--- src/rtl/median3x3_scan.sv ---
// median3x3_scan: raster scan over a 3x3 window memory feeding a 3-stage median pipeline.
// Optional macro FILT_BORDER_EN: after the interior scan, zero-fill the filtered image border.

module median3x3_scan #(
    parameter int IMG_SIZE = 256
) (
    input  logic       clk,
    input  logic       rst,
    input  logic       start,
    output logic       busy,
    output logic       done,
    output logic       rd,
    output logic [7:0] addr_row_r,
    output logic [7:0] addr_col_r,
    output logic       wr,
    output logic [7:0] addr_row_w,
    output logic [7:0] addr_col_w,
    output logic [7:0] cl_pixel,
    input  logic [7:0] sw_pixel_1,
    input  logic [7:0] sw_pixel_2,
    input  logic [7:0] sw_pixel_3,
    input  logic [7:0] sw_pixel_4,
    input  logic [7:0] sw_pixel_5,
    input  logic [7:0] sw_pixel_6,
    input  logic [7:0] sw_pixel_7,
    input  logic [7:0] sw_pixel_8,
    input  logic [7:0] sw_pixel_9
);

    localparam int DATA_W = 8;
    localparam logic [7:0] LAST_RC = 8'(IMG_SIZE - 3);

    typedef enum logic [3:0] {
        S_IDLE, S_RD, S_W1, S_CAP, S_S1, S_S2, S_WR, S_DONE
`ifdef FILT_BORDER_EN
        , S_BRD
`endif
    } state_t;

    state_t state_q, state_d;
    logic [7:0] r_q, r_d, c_q, c_d;
    logic busy_q, busy_d, done_q, done_d, rd_q, rd_d, wr_q, wr_d;
    logic [7:0] addr_row_r_q, addr_row_r_d, addr_col_r_q, addr_col_r_d;
    logic [7:0] addr_row_w_q, addr_row_w_d, addr_col_w_q, addr_col_w_d;
    logic [DATA_W-1:0] cl_pixel_q, cl_pixel_d;
    logic vld_p0_q, vld_p0_d, vld_p1_q, vld_p1_d;
    logic [2:0][DATA_W-1:0] lo_p0_q, lo_p0_d, mid_p0_q, mid_p0_d, hi_p0_q, hi_p0_d;
    logic [DATA_W-1:0] max_lo_p1_q, max_lo_p1_d, med_mid_p1_q, med_mid_p1_d;
    logic [DATA_W-1:0] min_hi_p1_q, min_hi_p1_d;

    function automatic logic [DATA_W-1:0] min2(input logic [DATA_W-1:0] a, input logic [DATA_W-1:0] b);
        return (a < b) ? a : b;
    endfunction

    function automatic logic [DATA_W-1:0] max2(input logic [DATA_W-1:0] a, input logic [DATA_W-1:0] b);
        return (a < b) ? b : a;
    endfunction

    function automatic logic [DATA_W-1:0] med3(input logic [DATA_W-1:0] a, input logic [DATA_W-1:0] b,
                                               input logic [DATA_W-1:0] c);
        return max2(min2(a, b), min2(max2(a, b), c));
    endfunction

    // Returns {hi, mid, lo}.
    function automatic logic [3*DATA_W-1:0] sort3(input logic [DATA_W-1:0] a, input logic [DATA_W-1:0] b,
                                                  input logic [DATA_W-1:0] c);
        return {max2(max2(a, b), c), med3(a, b, c), min2(min2(a, b), c)};
    endfunction

`ifdef FILT_BORDER_EN
    localparam logic [9:0] BRD_LAST = 10'(4 * IMG_SIZE - 5);
    localparam logic [9:0] SEG1     = 10'(IMG_SIZE);
    localparam logic [9:0] SEG2     = 10'(2 * IMG_SIZE);
    localparam logic [9:0] SEG3     = 10'(3 * IMG_SIZE - 2);
    localparam logic [7:0] EDGE     = 8'(IMG_SIZE - 1);

    logic [9:0] brd_q, brd_d;

    // Border walk: top row, bottom row, then left and right columns without corners.
    function automatic logic [15:0] brd_pos(input logic [9:0] idx);
        logic [7:0] row, col;
        if (idx < SEG1) begin
            row = 8'd0;
            col = 8'(idx);
        end else if (idx < SEG2) begin
            row = EDGE;
            col = 8'(idx - SEG1);
        end else if (idx < SEG3) begin
            row = 8'(idx - SEG2 + 10'd1);
            col = 8'd0;
        end else begin
            row = 8'(idx - SEG3 + 10'd1);
            col = EDGE;
        end
        return {row, col};
    endfunction
`endif

    always_comb begin
        state_d = state_q;
        r_d     = r_q;
        c_d     = c_q;
`ifdef FILT_BORDER_EN
        brd_d   = brd_q;
`endif
        unique case (state_q)
            S_IDLE: if (start) begin
                state_d = S_RD;
                r_d     = 8'd0;
                c_d     = 8'd0;
            end
            S_RD:  state_d = S_W1;
            S_W1:  state_d = S_CAP;
            S_CAP: state_d = S_S1;
            S_S1:  state_d = S_S2;
            S_S2:  state_d = S_WR;
            S_WR: begin
                if (r_q == LAST_RC && c_q == LAST_RC) begin
                    r_d = 8'd0;
                    c_d = 8'd0;
`ifdef FILT_BORDER_EN
                    state_d = S_BRD;
                    brd_d   = 10'd0;
`else
                    state_d = S_DONE;
`endif
                end else begin
                    state_d = S_RD;
                    if (c_q == LAST_RC) begin
                        c_d = 8'd0;
                        r_d = r_q + 8'd1;
                    end else begin
                        c_d = c_q + 8'd1;
                    end
                end
            end
`ifdef FILT_BORDER_EN
            S_BRD: begin
                if (brd_q == BRD_LAST) state_d = S_DONE;
                else                   brd_d   = brd_q + 10'd1;
            end
`endif
            S_DONE:  state_d = S_IDLE;
            default: state_d = S_IDLE;
        endcase

        // Outputs are registered from the state being entered.
        busy_d       = !(state_d inside {S_IDLE, S_DONE});
        done_d       = (state_d == S_DONE);
        rd_d         = (state_d == S_RD);
        wr_d         = (state_d == S_WR);
        addr_row_r_d = rd_d ? r_d : addr_row_r_q;
        addr_col_r_d = rd_d ? c_d : addr_col_r_q;
        addr_row_w_d = wr_d ? r_q + 8'd1 : addr_row_w_q;
        addr_col_w_d = wr_d ? c_q + 8'd1 : addr_col_w_q;

        // Stage A: sort each window row.
        vld_p0_d = (state_q == S_CAP);
        lo_p0_d  = lo_p0_q;
        mid_p0_d = mid_p0_q;
        hi_p0_d  = hi_p0_q;
        if (vld_p0_d) begin
            {hi_p0_d[0], mid_p0_d[0], lo_p0_d[0]} = sort3(sw_pixel_1, sw_pixel_2, sw_pixel_3);
            {hi_p0_d[1], mid_p0_d[1], lo_p0_d[1]} = sort3(sw_pixel_4, sw_pixel_5, sw_pixel_6);
            {hi_p0_d[2], mid_p0_d[2], lo_p0_d[2]} = sort3(sw_pixel_7, sw_pixel_8, sw_pixel_9);
        end

        // Stage B: max of lows, median of mids, min of highs.
        vld_p1_d     = vld_p0_q;
        max_lo_p1_d  = max_lo_p1_q;
        med_mid_p1_d = med_mid_p1_q;
        min_hi_p1_d  = min_hi_p1_q;
        if (vld_p0_q) begin
            max_lo_p1_d  = max2(max2(lo_p0_q[0], lo_p0_q[1]), lo_p0_q[2]);
            med_mid_p1_d = med3(mid_p0_q[0], mid_p0_q[1], mid_p0_q[2]);
            min_hi_p1_d  = min2(min2(hi_p0_q[0], hi_p0_q[1]), hi_p0_q[2]);
        end

        // Stage C: final median lands directly in the output register.
        cl_pixel_d = vld_p1_q ? med3(max_lo_p1_q, med_mid_p1_q, min_hi_p1_q) : cl_pixel_q;

`ifdef FILT_BORDER_EN
        if (state_d == S_BRD) begin
            wr_d                         = 1'b1;
            {addr_row_w_d, addr_col_w_d} = brd_pos(brd_d);
            cl_pixel_d                   = '0;
        end
`endif
    end

    always_ff @(posedge clk) begin
        if (!rst) begin
            state_q      <= S_IDLE;
            r_q          <= '0;
            c_q          <= '0;
            busy_q       <= 1'b0;
            done_q       <= 1'b0;
            rd_q         <= 1'b0;
            wr_q         <= 1'b0;
            addr_row_r_q <= '0;
            addr_col_r_q <= '0;
            addr_row_w_q <= '0;
            addr_col_w_q <= '0;
            cl_pixel_q   <= '0;
            vld_p0_q     <= 1'b0;
            vld_p1_q     <= 1'b0;
            lo_p0_q      <= '0;
            mid_p0_q     <= '0;
            hi_p0_q      <= '0;
            max_lo_p1_q  <= '0;
            med_mid_p1_q <= '0;
            min_hi_p1_q  <= '0;
`ifdef FILT_BORDER_EN
            brd_q        <= '0;
`endif
        end else begin
            state_q      <= state_d;
            r_q          <= r_d;
            c_q          <= c_d;
            busy_q       <= busy_d;
            done_q       <= done_d;
            rd_q         <= rd_d;
            wr_q         <= wr_d;
            addr_row_r_q <= addr_row_r_d;
            addr_col_r_q <= addr_col_r_d;
            addr_row_w_q <= addr_row_w_d;
            addr_col_w_q <= addr_col_w_d;
            cl_pixel_q   <= cl_pixel_d;
            vld_p0_q     <= vld_p0_d;
            vld_p1_q     <= vld_p1_d;
            lo_p0_q      <= lo_p0_d;
            mid_p0_q     <= mid_p0_d;
            hi_p0_q      <= hi_p0_d;
            max_lo_p1_q  <= max_lo_p1_d;
            med_mid_p1_q <= med_mid_p1_d;
            min_hi_p1_q  <= min_hi_p1_d;
`ifdef FILT_BORDER_EN
            brd_q        <= brd_d;
`endif
        end
    end

    assign busy       = busy_q;
    assign done       = done_q;
    assign rd         = rd_q;
    assign wr         = wr_q;
    assign addr_row_r = addr_row_r_q;
    assign addr_col_r = addr_col_r_q;
    assign addr_row_w = addr_row_w_q;
    assign addr_col_w = addr_col_w_q;
    assign cl_pixel   = cl_pixel_q;

endmodule

--- config.mk ---
export PLATFORM = sky130hd
export DESIGN_NAME = median3x3_scan
export DESIGN_NICKNAME = d
export VERILOG_FILES = /design/src/rtl/median3x3_scan.sv
export SDC_FILE = /design/constraint.sdc
export NUM_CORES = 1
export LEC_CHECK = 0
export CORE_MARGIN = 4
export CORE_UTILIZATION = 40
export DETAILED_ROUTE_END_ITERATION = 10
export PLACE_DENSITY = 0.64
export SLEW_MARGIN = 20
export SYNTH_ARGS = -nofsm -noshare
export SYNTH_HDL_FRONTEND = slang
export SYNTH_SLANG_ARGS = --single-unit
--- constraint.sdc ---
create_clock -name clk -period 8.6 [get_ports clk]
set_clock_uncertainty 0.2 [all_clocks]
set_input_delay 0.86 -clock clk [delete_from_list [all_inputs] [get_ports clk]]
set_output_delay 0.86 -clock clk [all_outputs]
set_load 0.05 [all_outputs]
==> summary.txt, run 1 <==
Status
  – Outcome: complete, no violations

Clock tree
  – Clock Latency Late Sink: between 400 and 500 ps
  – Clock transition at path regs: roughly 80 ps
  – Sink Count: between 150 and 200
  – Clk Tree Root Cell: clkbuf_16
  – CTS resizes: 0
  – Hold buffers post-CTS: 0
  – Number of setup buffers added after CTS: 0
  – Clk buf depth: 2
  – CTS tree: built
  – H-tree levels: 4
  – Num CTS Buffers: 17

Min path
  – Hold Startpoint: addr_row_r[0]
  – Hold Crit Depth: 2
  – Hold Path End: addr_row_r[0]
  – HP Class: flop to flop

Layout
  – Design area: 14780 µm²
  – # fillers: ~3000
  – NumNets Final: between 1500 and 2000
  – Area Growth Syn to Fin: 17.09%
  – # diodes: 0
  – Ratio of cells with drive above 1 in the final layout: 0.08172
  – Final core occ: 0.4793
  – Post-Layout Cell Count: a little over 2000

Routing
  – Drt first pass iters: 6
  – Routed Antenna Nets: 0
  – Drc violations: 0
  – Final wirelength: about 37000 µm
  – Routed WL per cell: 17.94 µm
  – Initial detailed-routing violation count: approximately 820
  – Via count: 11630
  – DR vias/cell: 5.677

Placed design
  – # placed instances: 2016
  – Cell Area, Placed: 14160 µm²
  – Pre-CTS setup slack: ~1500 ps
  – Final GP Congestion: ~0.94
  – IO Port Bufs: ~120
  – Dpl hpwl: 28620 µm

Synthesis
  – Top post-synthesis cells by area: dfxtp_1 26%, ha_1 16%, mux2_2 5.4%
  – Post-synthesis async set-or-reset flop share: 0
  – Cell variety after synth: 73
  – Yosys top cell by area: dfxtp_1
  – Synth top area share: 0.2570
  – EDFF count, synth: 0
  – Mapped Cells: approximately 1600
  – Sequential fraction of the synthesis area: 0.2570
  – Top_reg_cell synth: dfxtp_1
  – Syn_area_per_cell: between 8 and 9 µm²
  – Cell Area, Synth: roughly 13000 µm²
  – Ys Warns: 0
  – Yosys reg bits: between 150 and 200
  – Post-synth net total: about 1800

GRT
  – Gr ovfl total: 0
  – Vias in the first global route: roughly 11000
  – Initial antenna violation count: 1
  – Largest net degree at the start of global routing: between 70 and 80
  – First-pass GRT wire length: between 50000 and 60000 µm
  – GR Util All Layers: 0.2118

Setup path
  – Worst reg-to-reg path cell count: 24
  – Type of element launching the critical path: flop
  – WP data arrival: between 7000 and 8000 ps
  – Critical path class: flop to flop
  – Critical path required time: around 8800 ps
  – Max stage delay cell, worst path: o211ai_1
  – CP max FO: 15
  – CP endpoint kind: flop
  – Crit-path cells: ha_1, and3_1, a221oi_1, o21ai_1, a21oi_1, buf_4, mux2_2, ha_1, a21o_1, a21o_1, a211o_1, nand2_1, inv_1, a31oi_2, mux2i_1, ha_1, a21o_1, a21o_1, a221oi_1, o31a_1, o21ai_0, o211ai_1, nand3_1, o221ai_1
  – CP peak stage delay: ~570 ps
  – RR Startpoint: max_lo_p1_q[6]
  – Reg2reg end: cl_pixel[4]
  – Flop2flop setup slack: around 1500 ps
  – CP dominant cell by count: a21o_1

STA
  – Hold slack: about 260 ps
  – RSZ-0062 raised after global routing: false
  – Relative slew slack: 0.3284
  – Final period utilization: 0.8206
  – Setup TNS: 0 ps
  – Final Slew Violations: 0
  – Peak Freq: ~0.14 GHz
  – Fin crit period: a little over 7000 ps
  – Worst Tran Pin Value: 1006 ps
  – Final Hold Fails: 0
  – Worst Setup Slack, final: around 1500 ps
  – Setup violators final: 0

Power and ir drop
  – Peak VDD IR: 147.9 µV
  – Power Density: approximately 140 nW/µm²
  – Pwr Total: ~2.1 mW
  – Leakage: 5.977 nW

Die
  – Core ar.: between 30000 and 40000 µm²
  – Die height: roughly 190 µm
  – Die area: 34450 µm²
  – Initial Utilization: 0.4093
  – # rows: between 60 and 70
  – Die X-Extent: between 150 and 200 µm
  – I/O pins: ~120

Job
  – Max-cap check violation count: 0
==> layout make-up <==
cell class                      count  area [µm²]  share of cell area
Multi-Input combinational cell   1191        8631              0.5841
Sequential cell                   162        3243              0.2195
Timing Repair Buffer              136        1311             0.08874
Tap cell                          396       495.5             0.03353
Inverter                          131       491.7             0.03328
Clock buffer                       17       425.4             0.02879
Clock inverter                     15       178.9             0.01211
==> synth_stat cells (all sizes together) (4+ instances only) <==
| master | number |
|---|---|
| o2111ai | 7 |
| a21o | 33 |
| o211ai | 50 |
| and4 | 5 |
| a21oi | 78 |
| a211o | 8 |
| buf | 11 |
| o21ai | 128 |
| nor2 | 83 |
| a221o | 8 |
| xnor2 | 6 |
| o31a | 6 |
| nand2 | 159 |
| nand4 | 33 |
| o221ai | 6 |
| xor2 | 7 |
| and3 | 24 |
| o31ai | 7 |
| and2 | 10 |
| or2 | 4 |
| a211oi | 29 |
| nor3 | 22 |
| a31oi | 14 |
| nand3b | 15 |
| o21a | 19 |
| nand3 | 33 |
| a221oi | 4 |
| inv | 131 |
| a311o | 7 |
| o311ai | 10 |
| mux2i | 54 |
| dfxtp | 162 |
| o21bai | 9 |
| ha | 158 |
| nor2b | 10 |
| or3 | 13 |
| mux2 | 61 |
| a2111oi | 7 |
| clkbuf | 64 |
| nand2b | 27 |
==> cells by family (layout without fill, tap and decap cells) <==
family,after synthesis,count (layout),share of synthesized area
xor+xnor,13,13,0.009022
flops,162,162,0.2570
simple gates,442,442,0.1690
fa+ha+maj,158,158,0.1567
compound gates,462,462,0.2477
mux,115,115,0.09756
other cells,1,1,0.0002972
buf+inv,206,299,0.06276
==> critical path, delay by kind of cell, from the launching register on <==
family | cells | cell delay (ps)
AND/OR/NAND/NOR | 3 | 640
adder cells (fa/ha/maj) | 3 | 890
buffers and inverters | 2 | 290
flip-flops | 1 | 450
multiplexers | 2 | 730
AO/OA/AOI/OAI | 14 | 3780
==> sequential cells by signal (all words and copies together), names as in the netlist <==
register	count
wr	1
addr_col_r	8
addr_row_w	8
rd	1
vld_p1_q	1
max_lo_p1_q	8
done	1
c_q	8
min_hi_p1_q	8
hi_p0_q	24
busy	1
med_mid_p1_q	8
r_q	8
addr_row_r	8
vld_p0_q	1
cl_pixel	8
state_q	4
lo_p0_q	24
addr_col_w	8
mid_p0_q	24
==> cell usage in the layout, fill, tap and decap left out, types with 7 or more instances in the layout <==
cell / instances
a2111oi_0: 7
a211o_1: 8
a211oi_1: 28
a21o_1: 33
a21oi_1: 76
a221o_1: 8
a311o_1: 7
a31oi_1: 11
and2_1: 10
and3_1: 24
buf_4: 18
clkbuf_16: 17
clkdlybuf4s50_1: 117
dfxtp_1: 162
ha_1: 158
inv_1: 130
mux2_2: 60
mux2i_1: 54
nand2_1: 159
nand2b_1: 27
nand3_1: 33
nand3b_1: 15
nand4_1: 33
nor2_1: 81
nor2b_1: 10
nor3_1: 21
o2111ai_1: 7
o211ai_1: 50
o21a_1: 19
o21ai_0: 124
o21bai_1: 9
o311ai_0: 8
o31ai_1: 7
or3_1: 13
xor2_1: 7
==> worst max path at each step <==
stage          depth (start not counted)             from  slack, ps      endpoint
2_1_floorplan                         25  med_mid_p1_q[5]       2150   cl_pixel[1]
6_report                              24   max_lo_p1_q[6]       1540   cl_pixel[4]
4_1_cts                               24   max_lo_p1_q[6]       1570   cl_pixel[4]
3_5_place_dp                          22    sw_pixel_8[1]       1470  mid_p0_q[20]
5_1_grt                               25  med_mid_p1_q[5]        970   cl_pixel[7]
3_3_place_gp                          22    sw_pixel_8[1]       1490  mid_p0_q[23]
==> metal layers <==
metal  GRT usage  up-vias  share of wire
li1            -     5892              -
met1      0.2948     5431           0.48
met2      0.3395      247           0.45
met3     0.02951       54          0.044
met4     0.06878        2          0.027
met5           0        -        0.00035
==> where the power goes <==
part / internal [mW] / switching [mW] / leakage, nW
Combinational: 0.228 / 0.340 / 4.38
Clock: 0.393 / 0.376 / 0.288
Sequential: 0.754 / 0.00388 / 1.31
(Power assumes the default switching activity.)
==> run 2, diff against run 1 <==
==> constraint.sdc (replaced) <==
create_clock -name clk -period 7 [get_ports clk]
set_clock_uncertainty 0.2 [all_clocks]
set_input_delay 0.7 -clock clk [delete_from_list [all_inputs] [get_ports clk]]
set_output_delay 0.7 -clock clk [all_outputs]
set_load 0.05 [all_outputs]
==> run 2 against run 1 <==
Against the previous run:
- die area did not move
- sequential share of layout area down 0.35 points
- utilization increased by 0.78 points
- cell count increased by 1.3%
- clock power increased by 26%
- cell area rose by 1.6%
- total power grew 25%
- worst setup slack worse by 1200 ps
- first-iteration DRC count down 11%
- worst hold slack improved by 4.7 ps
- routed wire length rose by 1.9%
- non-clock buffer count up 27
==> summary.txt, run 2 (synthesized netlist as in run 1, its figures left out) <==
Status
  – Outcome: complete, no violations

Layout
  – Biggest regs: hi_p0_q (24), lo_p0_q (24), mid_p0_q (24)
  – Most common cell after layout, fill and taps aside: dfxtp_1
  – Post-Layout Cell Count: 2075 (+1.3%)
  – NumNets Final: 1899 (+1.4%)
  – Ratio of cells with drive above 1 in the final layout: 0.09649 (+0.01477)
  – Area Growth Syn to Fin: 19.01%
  – Most frequent cells in the layout: 162 x dfxtp_1, 159 x nand2_1, 158 x ha_1
  – # diodes: 0 (unchanged)

GRT
  – M3 GR Usage: 0.03615 (+0.006645)
  – Largest net degree at the start of global routing: 74 (+2.8%)
  – Gr busiest metal: met2
  – First-pass GRT wire length: 60000 µm (+1.7%)
  – GR Util All Layers: 0.2149 (+0.003125)
  – Initial antenna violation count: 1 (unchanged)
  – Gr ovfl total: 0 (unchanged)
  – Met2 Use GR: 0.3429 (+0.003346)
  – GRT met1 Usage: 0.2972 (+0.002401)
  – Vias in the first global route: 11340 (+0.86%)

STA
  – RSZ-0062 raised after global routing: false
  – Final period utilization: 0.9452
  – Relative slew slack: 0.3539 (+0.02557)
  – Hold slack: 263.5 ps (+4.661 ps)
  – Peak Freq: between 0.15 and 0.2 GHz
  – Setup violators final: 0 (unchanged)
  – Worst Tran Pin Value: 960.2 ps (-46.10 ps)
  – Final Hold Fails: 0 (unchanged)
  – Final Slew Violations: 0 (unchanged)
  – Setup TNS: 0 ps (unchanged)
  – Fin crit period: about 6600 ps

Die
  – # rows: 64 (unchanged)
  – Die X-Extent: 185.6 µm (unchanged)
  – Core ar.: 30830 µm² (unchanged)
  – Initial Utilization: 0.4093 (unchanged)
  – I/O pins: 119 (unchanged)
  – Die height: 185.6 µm (unchanged)
  – Die area: 34450 µm² (unchanged)

Setup path
  – CP max FO: 10 (-5)
  – WP data arrival: 6790 ps (-430 ps)
  – Type of element launching the critical path: input port
  – Critical path required time: 7180 ps (-1580 ps)
  – CP endpoint kind: flop
  – Critical path class: input port to flop

Clock tree
  – H-tree levels: 4 (unchanged)
  – Sink Count: 162 (unchanged)
  – Clk Tree Root Cell: clkbuf_16
  – CTS tree: built
  – CTS resizes: 0 (unchanged)
  – Clock Latency Late Sink: 440 ps (about the same)
  – Num CTS Buffers: 17 (unchanged)
  – Clk buf depth: 2 (unchanged)
  – Hold buffers post-CTS: 0 (unchanged)
  – Clock transition at path regs: 80 ps (about the same)
  – Number of setup buffers added after CTS: 0 (unchanged)

Routing
  – DR vias/cell: 5.741 (+1.1%)
  – Drt first pass iters: 5 (-1)
  – Initial detailed-routing violation count: 731 (-11%)
  – Routed WL per cell: 18.05 µm (+0.59%)
  – Via count: 11910 (+2.5%)
  – Drc violations: 0 (unchanged)
  – Routed Antenna Nets: 0 (unchanged)
  – Final wirelength: 37450 µm (+1.9%)

Job
  – Max-cap check violation count: 0 (unchanged)

Power and ir drop
  – Peak VDD IR: 163.4 µV (+10%)
  – Power Density: 174.3 nW/µm² (+23%)
  – Leakage: 6.131 nW (+2.6%)

Placed design
  – IO Port Bufs: 118 (unchanged)
  – Final GP Congestion: 0.9720 (+3.1%)
  – # placed instances: 2043 (+1.3%)
  – Dpl hpwl: 29490 µm (+3.1%)

Min path
  – HP Class: flop to flop
run 2: cell types whose count changed in the layout (fill, tap and decap cells not counted):
cell	before	now
a21oi_1	76	75
a21oi_2	2	3
a31oi_1	11	12
a31oi_2	3	1
a31oi_4	0	1
buf_12	0	1
buf_4	18	44
clkinv_4	1	2
clkinvlp_4	2	0
inv_12	0	3
inv_8	5	3
o21ai_0	124	123
o21ai_1	4	5
run 2: path summary, 6_finish.rpt:
kind | start | to | slack, ps | cells after the start
worst max register to register | med_mid_p1_q[5] | cl_pixel[2] | 490 | 25
worst max-delay path | sw_pixel_8[1] | mid_p0_q[18] | 380 | 23
worst min-delay path | addr_row_r[4] | addr_row_r[4] | 260 | 2
worst min register to register | addr_row_r[4] | addr_row_r[4] | 260 | 2
run 2: critical path: stages:
cell and delay [ps]:
clkdlybuf4s50_1 450, inv_1 50, ha_1 260, a21o_1 170, a211o_1 330, a211o_1 350
buf_4 200, o21ai_0 520, ha_1 290, a211oi_1 60, nor2b_1 140, o31a_1 310
a41oi_4 400, buf_4 260, mux2_2 370, inv_1 60, ha_1 240, a21oi_1 130
o21ai_0 150, o21bai_1 210, o41a_2 560, nor2_1 350, a221o_1 220
run 2: area by class of cell:
class | count | area [µm²]
clock buffers | 17 | 425.4
clock inverters | 15 | 198.9
fillers | 2936 | 15810
inverters | 131 | 491.7
multi-input cells | 1191 | 8637
flip-flops and latches | 162 | 3243
well taps | 396 | 495.5
repair buffers | 163 | 1526
run 2: through the flow:
step / total power [mW] / setup WS (ps) / area [µm²] / utilization
after floorplan: 1.434 / 552.8 / 12620 / -
after global placement: 1.653 / 131.5 / 14380 / 0.4664
after detailed placement: 1.661 / 46.83 / 14380 / 0.4664
after CTS: 2.626 / 305.6 / 15000 / 0.4866
after global routing: 2.752 / 51.04 / 15020 / 0.4871
final: 2.618 / 383.9 / 15020 / 0.4871
run 2: where the power goes:
part	total (mW)	switching, mW	internal [mW]
Combinational	0.720	0.421	0.299
Clock	0.967	0.474	0.493
Sequential	0.931	0.00470	0.926
run 2: per-layer routing:
layer,share of wire,up-vias
met3,0.047,65
met4,0.028,2
met5,0.00045,-
met1,0.47,5579
li1,-,5944
met2,0.45,322
